$ cat src/rtl/alu_mc.sv
// Registered WIDTH-bit ALU for the MIPS EX stage: single-cycle logic/arith/compare ops plus
// iterative MULTU (shift-add) and DIVU (restoring) that deliver {result_hi, result_lo}.
module alu_mc #(
    parameter int WIDTH = 32
) (
    input  logic             clk,
    input  logic             rst_n,
    input  logic             start,
    input  logic [3:0]       op,
    input  logic [WIDTH-1:0] a,
    input  logic [WIDTH-1:0] b,
    output logic [WIDTH-1:0] result_lo,
    output logic [WIDTH-1:0] result_hi,
    output logic             zero,
    output logic             carry,
    output logic             ovf,
    output logic             dz,
    output logic             busy,
    output logic             done,
    output logic [1:0]       state_dbg
);
    // Handshake: a request is taken on any edge with start=1 and busy=0 (no queueing while
    // busy); done pulses for one cycle when results land and is never high together with busy.
    typedef enum logic [1:0] {IDLE = 2'd0, RUN = 2'd1, DONE = 2'd2} state_t;

    localparam int CW = $clog2(WIDTH);
    localparam logic [CW-1:0] LAST = CW'(WIDTH - 1);

    state_t           state;
    logic [CW-1:0]    cnt;
    logic             is_div;
    logic [WIDTH-1:0] work_hi, work_lo, opnd;

    logic             accept, multi;
    logic [WIDTH-1:0] b_eff;
    logic [WIDTH:0]   sum;
    logic [WIDTH-1:0] sc_lo;
    logic             sc_carry, sc_ovf;

    assign accept    = start && !busy;
    assign multi     = (op[3:1] == 3'b101);
    assign b_eff     = op[2] ? ~b : b;
    assign sum       = {1'b0, a} + {1'b0, b_eff} + {{WIDTH{1'b0}}, op[2]};
    assign state_dbg = state;

    always_comb begin
        sc_lo    = '0;
        sc_carry = 1'b0;
        sc_ovf   = 1'b0;
        if (!op[3]) begin
            case (op[1:0])
                2'b00: sc_lo = a & b_eff;
                2'b01: sc_lo = a | b_eff;
                2'b10: begin
                    sc_lo    = sum[WIDTH-1:0];
                    sc_carry = sum[WIDTH];
                    sc_ovf   = (a[WIDTH-1] == b_eff[WIDTH-1]) && (sum[WIDTH-1] != a[WIDTH-1]);
                end
                default: sc_lo = a ^ b_eff;
            endcase
        end else begin
            case (op[2:0])
                3'b000:  sc_lo = {{(WIDTH-1){1'b0}}, ($signed(a) < $signed(b))};
                3'b001:  sc_lo = {{(WIDTH-1){1'b0}}, (a < b)};
                default: sc_lo = '0;
            endcase
        end
    end

    // One iteration step; work_lo holds the multiplier (MULTU) or the dividend (DIVU) and
    // is shifted out while the product high half / partial remainder builds up in work_hi.
    logic [WIDTH:0]   mul_sum;
    logic [WIDTH:0]   div_part;
    logic [WIDTH-1:0] div_diff;
    logic             div_ok;
    logic [WIDTH-1:0] next_hi, next_lo;

    assign mul_sum  = {1'b0, work_hi} + (work_lo[0] ? {1'b0, opnd} : {(WIDTH+1){1'b0}});
    assign div_part = {work_hi, work_lo[WIDTH-1]};
    assign div_ok   = (div_part >= {1'b0, opnd});
    assign div_diff = div_part[WIDTH-1:0] - opnd;
    assign next_hi  = is_div ? (div_ok ? div_diff : div_part[WIDTH-1:0]) : mul_sum[WIDTH:1];
    assign next_lo  = is_div ? {work_lo[WIDTH-2:0], div_ok} : {mul_sum[0], work_lo[WIDTH-1:1]};

    always_ff @(posedge clk) begin
        if (!rst_n) begin
            state     <= IDLE;
            cnt       <= '0;
            is_div    <= 1'b0;
            work_hi   <= '0;
            work_lo   <= '0;
            opnd      <= '0;
            result_lo <= '0;
            result_hi <= '0;
            zero      <= 1'b0;
            carry     <= 1'b0;
            ovf       <= 1'b0;
            dz        <= 1'b0;
            busy      <= 1'b0;
            done      <= 1'b0;
        end else begin
            case (state)
                IDLE, DONE: begin
                    done <= 1'b0;
                    if (accept && multi) begin
                        state     <= RUN;
                        busy      <= 1'b1;
                        cnt       <= '0;
                        is_div    <= op[0];
                        work_hi   <= '0;
                        work_lo   <= a;
                        opnd      <= b;
                        result_lo <= '0;
                        result_hi <= '0;
                        zero      <= 1'b0;
                        carry     <= 1'b0;
                        ovf       <= 1'b0;
                        dz        <= 1'b0;
                    end else if (accept) begin
                        state     <= DONE;
                        done      <= 1'b1;
                        result_lo <= sc_lo;
                        result_hi <= '0;
                        zero      <= (sc_lo == '0);
                        carry     <= sc_carry;
                        ovf       <= sc_ovf;
                        dz        <= 1'b0;
                    end else begin
                        state <= IDLE;
                    end
                end
                RUN: begin
                    work_hi <= next_hi;
                    work_lo <= next_lo;
                    cnt     <= cnt + 1'b1;
                    if (cnt == LAST) begin
                        state     <= DONE;
                        busy      <= 1'b0;
                        done      <= 1'b1;
                        result_hi <= next_hi;
                        result_lo <= next_lo;
                        zero      <= (next_lo == '0);
                        dz        <= is_div && (opnd == '0);
                    end
                end
                default: state <= IDLE;
            endcase
        end
    end
endmodule

$ cat config.mk
export PLATFORM = sky130hd
export DESIGN_NAME = alu_mc
export DESIGN_NICKNAME = d
export VERILOG_FILES = /design/src/rtl/alu_mc.sv
export SDC_FILE = /design/constraint.sdc
export NUM_CORES = 1
export LEC_CHECK = 0
export ABC_AREA = 1
export BUFFER_PORTS_ARGS = -buffer_cell sky130_fd_sc_hd__buf_2
export CORE_MARGIN = 1
export CORE_UTILIZATION = 55
export CTS_CLUSTER_SIZE = 24
export DETAILED_ROUTE_END_ITERATION = 12
export PLACE_DENSITY_LB_ADDON = 0.1
export SLEW_MARGIN = 20
export SYNTH_ARGS = -nofsm -noshare
export SYNTH_HDL_FRONTEND = slang
export SYNTH_SLANG_ARGS = --single-unit
$ cat constraint.sdc
create_clock -name clk -period 8.43 [get_ports clk]
set_clock_uncertainty 0.15 [all_clocks]
set_input_delay 0.4215 -clock clk [delete_from_list [all_inputs] [get_ports clk]]
set_output_delay 0.4215 -clock clk [all_outputs]
set_load 0.02 [all_outputs]
==> metrics.md, run 1 <==
| Metric | Value |
|---|---|
| Power Density | `152 nW/um^2` |
| Slew margin rel. | `32.8%` |
| Hold buffer count at cts | `0` |
| Cts repair resizes | `0` |
| Tmin final | `3.76 ns` |
| Drt wl/cell | `18.9 um` |
| GRT Total Usage | `38.8%` |
| Max-slew violation count | `0` |
| Largest net degree at the start of global routing | `102` |
| DRC | `0` |
| FF-to-FF Start | `work_lo[0]` |
| Synth Flop Type | `dfxtp_1` |
| Detailed Route WL | `60.6 mm` |
| Synth Register Bits | `174` |
| Initial antenna violation count | `1` |
| Worst-Margin Slew | `1.01 ns` |
| Area grow syn2layout | `9.40%` |
| Post-synthesis sequential area ratio | `21.0%` |
| Core area | `29700 um^2` |
| Die area | `30900 um^2` |
| Worst setup SP type | `input pin` |
| Synthesized area | `16600 um^2` |
| Hpwl dp | `47.1 mm` |
| WHS Endpoint | `work_lo[24]` |
| Clk sinks | `174` |
| Net total in the final layout | `3033` |
| Fmax | `266 MHz` |
| Max-Cap Viols | `0` |
| Share of layout cells above drive strength 1 | `8.79%` |
| First-pass GRT wire length | `94.0 mm` |
| CTS tree | `done` |
| Max Buffers Root-to-Sink | `2` |
| CP Max Fanout | `36` |
| Diodes inserted | `0` |
| Final hold vios | `0` |
| Via Count | `19000` |
| H-tree levels | `4` |
| Worst R2R Setup Slack | `4.72 ns` |
| Clock transition at path regs | `0.07 ns` |
| Post-synth EDFFs | `0` |
| Crit path required time | `8.67 ns` |
| Root buffer cell | `clkbuf_16` |
| RSZ-0062 raised after global routing | `no` |
| Kind of critical path | `input pin to flop` |
| Hold Crit Start | `a[24]` |
| Drt pass-1 iters | `6` |
| DR iter-0 viols | `1774` |
| IO buf count | `142` |
| RePlAce Congestion | `1.03` |
| Via/cell ratio | `5.93` |
| Synth warn | `0` |
| Cells on Worst Hold Path | `3` |
| Endpoint class of the critical path | `flop` |
| Fin crit share | `44.5%` |
| Placement Rows | `63` |
| Status | `completed` |
| Setup TNS | `0 ns` |
| Ys async rst share | `0%` |
| Final Core Density | `61.2%` |
| Worst Setup SP | `op[2]` |
| Die span in x | `176 um` |
| HP Class | `input pin to flop` |
| Vias in the first global route | `17700` |
| R2r endpoint | `result_hi[25]` |
| Reg2Reg Depth | `18` |
| Initial Utilization | `55.9%` |
| Overflow after GRT | `0` |
| Mapped Avg Cell Area | `6.09 um^2` |
| Worst path arrival time | `3.99 ns` |
| Synth Net Count | `2963` |
| Clock latency on the worst-skew pair | `0.45 ns` |
| TritonCTS Buffers | `17` |
| Die H | `176 um` |
| Max IR drop VDD | `135 uV` |
| LEAKAGE | `9.16 nW` |
| Number of routed nets with antenna violations | `0` |
| Post-CTS setup buffer count | `0` |
| Unique cell type count in the Yosys netlist | `54` |
| Final setup fails | `0` |
| Top Ports | `143` |
| Syn Inst Count | `2727` |
registers in the layout, indices dropped and copies added, names as in the netlist:
name	flops
busy	1
result_lo	32
state_dbg	2
is_div	1
dz	1
opnd	32
work_hi	32
done	1
cnt	5
zero	1
result_hi	32
ovf	1
work_lo	32
carry	1
worst max-delay path, stage by stage:
cell and delay [ns]:
buf_2 0.07, buf_4 0.49, nand2_1 0.15, nand2_2 0.17, inv_1 0.08, fa_1 0.40, inv_1 0.15, nand3_1 0.11
nand2_1 0.13, nand2_1 0.06, nand2_1 0.22, nand2_1 0.11, nand2_1 0.19, nand2_1 0.08, nand3_1 0.07, a21oi_1 0.09
nor2_1 0.34, nand3_1 0.13, nor2_1 0.11, nand2_1 0.06, nor2_1 0.12, nand2_1 0.08, a21oi_2 0.11
logic make-up after synthesis:
group | share of synthesized area (%)
AO/OA/AOI/OAI | 22.6
XOR/XNOR | 3.48
adder cells (fa/ha/maj) | 12.6
buffers and inverters | 11.4
flip-flops | 21.0
multiplexers | 0.120
AND/OR/NAND/NOR | 28.9
worst max path at each step:
stage          depth (start not counted)             to  slack [ns]
2_1_floorplan                         21           zero        5.39
3_3_place_gp                          23           zero        4.35
3_5_place_dp                          23           zero        4.34
4_1_cts                               23           zero        4.78
5_1_grt                               18  result_hi[25]        4.47
6_report                              23           zero        4.67
power by group:
part           total (mW)  switching (mW)  internal (mW)
sequential          0.887          0.0284          0.858
clock               0.933           0.361          0.572
combinational       0.940           0.650          0.290
placed cells by master (no fill, tap or decap), types with 14 or more instances in the layout:
cell type  netlist  layout
a21o_1          14      14
a21oi_1        286     286
a31oi_1         65      65
buf_2            9     142
buf_4            5      14
clkbuf_16        0      17
dfxtp_1        174     173
ha_1           162     162
inv_1          375     373
nand2_1        698     698
nand3_1        146     146
nand4_1         29      29
nor2_1         211     207
nor3_1          25      25
nor4_1          18      18
o21ai_0        233     233
o21ai_1         14      14
o21bai_1        16      16
xnor2_1         46      46
xor2_1          20      20
area by class of cell:
type	count	area, um^2
Fill cell	2948	11500
Inverter	380	1430
Tap cell	390	488
Multi-Input combinational cell	2068	11300
Clock buffer	18	439
Sequential cell	174	3480
Clock inverter	14	254
Timing Repair Buffer	156	816
metal layers:
metal	vias to the layer above	share of wire [%]	GRT usage, %	wire [um]
met5	-	0.021	0	13
met4	2	4.9	18.9	2990
met3	189	7.9	4.96	4790
met2	900	45	62.8	27100
met1	8723	42	50.8	25700
li1	9146	-	-	-
stage by stage:
| step | power, mW | hold slack (ns) | area, um^2 | cells | setup WS [ns] |
|---|---|---|---|---|---|
| after floorplan | 1.56 | 0.289 | 16600 | 2727 | 5.39 |
| after global placement | 1.81 | 0.300 | 17500 | 3168 | 4.35 |
| after detailed placement | 1.82 | 0.308 | 17500 | 3168 | 4.34 |
| after CTS | 2.74 | 0.145 | 18200 | 3200 | 4.78 |
| after global routing | 2.89 | 0.165 | 18200 | 3200 | 4.47 |
| final | 2.76 | 0.149 | 18200 | 3200 | 4.67 |
synthesized netlist by cell type, types with 9 or more instances:
library cell	count	area, um^2
a21o_1	14	105
a21oi_1	286	1430
a21oi_2	12	105
a31oi_1	65	407
buf_1	16	60.1
buf_2	9	45.0
clkbuf_1	71	267
dfxtp_1	174	3480
ha_1	162	2030
inv_1	375	1410
nand2_1	698	2620
nand3_1	146	731
nand4_1	29	181
nor2_1	211	792
nor3_1	25	125
nor4_1	18	113
o211ai_1	12	90.1
o21ai_0	233	1170
o21ai_1	14	70.1
o21bai_1	16	120
xnor2_1	46	403
xor2_1	20	175
No activity file was read; power rests on OpenSTA's default activity.
==> run 2: changes to the inputs <==
clock period = 3.38 ns   (was 8.43 ns; I/O delays follow)
==> run 2 against run 1 <==
Compared with the run above: die area unchanged; power rose to 2.5 times the previous value; critical path type unchanged; final cell count grew 4.3%.
==> metrics.md, run 2 (synthesized netlist as in run 1, its figures left out) <==
| Metric | Value |
|---|---|
| Status | `completed` |
| Overflow after GRT | `0` |
| Drt wl/cell | `19.4 um` |
| Crit path required time | `3.63 ns` |
| Power Density | `357 nW/um^2` |
| Area grow syn2layout | `16.8%` |
| Via/cell ratio | `5.98` |
| Largest net degree at the start of global routing | `101` |
| Clock latency on the worst-skew pair | `0.46 ns` |
| Share of layout cells above drive strength 1 | `11.2%` |
| Worst setup SP type | `input pin` |
| Placement Rows | `63` |
| Drt pass-1 iters | `7` |
| Max-Cap Viols | `0` |
| LEAKAGE | `9.80 nW` |
| Sequential fraction of design power | `32.0%` |
| Die H | `176 um` |
| Commonest non-fill, non-tap cell in the layout | `nand2_1` |
| Post-CTS setup buffer count | `0` |
| Top Ports | `143` |
| Clk sinks | `174` |
| Max Buffers Root-to-Sink | `2` |
| Int Pwr | `4.23 mW` |
| Fill cells | `2782` |
| Multi-input logic area | `11300 um^2` |
| Fin crit share | `93.8%` |
| DR iter-0 viols | `2129` |
| HP Class | `input pin to flop` |
| Worst-Margin Slew | `1.02 ns` |
| Die span in x | `176 um` |
| CP Max Fanout | `4` |
| Final Core Density | `65.3%` |
| Detailed Route WL | `64.9 mm` |
| Tmin final | `3.17 ns` |
| Via Count | `20000` |
| Hpwl dp | `50.3 mm` |
| TritonCTS Buffers | `17` |
| Initial antenna violation count | `0` |
| Reg area | `3490 um^2` |
| Max-slew violation count | `0` |
| Sw Ratio | `38.8%` |
| Setup TNS | `0 ns` |
| Net total in the final layout | `3171` |
| CTS tree | `done` |
| RePlAce Congestion | `1.05` |
| Initial Utilization | `55.9%` |
| Max IR drop VDD | `373 uV` |
| Most frequent cells in the layout | `695 x nand2_1, 372 x inv_1, 285 x a21oi_1` |
| Final setup fails | `0` |
| Comb pwr share | `37.2%` |
| Die area | `30900 um^2` |
| Final hold vios | `0` |
| Worst R2R Setup Slack | `0.28 ns` |
| Slew margin rel. | `31.7%` |
| Core area | `29700 um^2` |
| Net Switching | `2.69 mW` |
| Diodes inserted | `0` |
| Worst path arrival time | `3.42 ns` |
| Root buffer cell | `clkbuf_16` |
| Number of routed nets with antenna violations | `0` |
| GRT Total Usage | `41.5%` |
| First-pass GRT wire length | `99.9 mm` |
| IO buf count | `142` |
| Endpoint class of the critical path | `flop` |
| Clock power share | `30.8%` |
| H-tree levels | `4` |
| Clock transition at path regs | `0.07 ns` |
| DRC | `0` |
| Fmax | `316 MHz` |
| RSZ-0062 raised after global routing | `no` |
| Kind of critical path | `input pin to flop` |
| Vias in the first global route | `18800` |
-- run 2: changes by cell type in the layout (fill, tap and decap cells not counted), moves of 3 or more --
cell | previous run | this run
buf_12 | 0 | 5
buf_4 | 14 | 83
bufinv_16 | 6 | 3
dlygate4sd3_1 | 0 | 64
nand2_1 | 698 | 695
nand2_2 | 4 | 7
-- run 2: timing repair --
| item | 4_1_cts | 5_1_grt |
|---|---|---|
| endpoints found under the setup margin | 4 | 15 |
| hold buffers | 64 | 0 |
| pin swaps | 0 | 1 |
| gates resized for setup | 1 | 11 |
| endpoints found under the hold margin | 65 | 0 |
-- run 2: worst max-delay path: stages --
cell	delay, ns
dlygate4sd3_1	0.55
buf_2	0.17
inv_2	0.12
nand2_1	0.08
nand2_2	0.10
inv_1	0.06
fa_1	0.39
inv_1	0.12
nand3_1	0.10
nand2_1	0.12
nand2_1	0.09
nand2_2	0.11
nand2_1	0.06
nand3_1	0.07
nand2_1	0.07
nand2_1	0.06
nand2_1	0.05
nor2_1	0.23
nand4_1	0.15
nor2_2	0.18
nand3_1	0.11
nor2_1	0.10
nand2_1	0.07
a21oi_2	0.10
-- run 2: power groups by stage --
| stage | sequential, mW | combinational [mW] | clock [mW] |
|---|---|---|---|
| finish | 2.21 | 2.58 | 2.13 |
| global route | 2.22 | 2.78 | 2.22 |
| CTS | 2.21 | 2.49 | 2.12 |
| detailed placement | 2.25 | 2.41 | 0 |
| global placement | 2.25 | 2.38 | 0 |
| floorplan | 2.31 | 1.59 | 0 |
-- run 2: stage by stage --
stage | area [um^2] | instances | hold WS, ns | power [mW] | worst slack (ns)
2_1_floorplan | 16600 | 2727 | 0.167 | 3.90 | 0.595
3_3_place_gp | 18100 | 3242 | 0.302 | 4.63 | -0.248
3_5_place_dp | 18100 | 3242 | 0.311 | 4.66 | -0.247
4_1_cts | 19400 | 3338 | 0.0824 | 6.82 | 0.0378
5_1_grt | 19400 | 3338 | 0.133 | 7.22 | 0.0125
6_report | 19400 | 3338 | 0.0871 | 6.92 | 0.211
-- run 2: worst paths after layout --
check                                  from           to  cells past startpoint
worst max-delay path                   b[0]         zero                     24
worst max register to register  work_lo[31]  work_hi[28]                     18
worst min register to register          ovf          ovf                      2
worst min-delay path                  start        carry                      5
-- run 2: final cells by class --
| type | count | area share (%) |
|---|---|---|
| Timing Repair Buffer | 294 | 10.7 |
| Clock buffer | 22 | 2.44 |
| Tap cell | 390 | 2.51 |
| Multi-Input combinational cell | 2068 | 58.2 |
| Inverter | 380 | 7.36 |
| Clock inverter | 10 | 0.780 |
| Sequential cell | 174 | 18.0 |
-- run 2: routing by layer --
metal  track usage (%)  part of all wire, %
met1              50.0                   39
met3              6.52                  9.2
met2              69.5                   45
met5                 0                    0
met4              24.4                  6.5
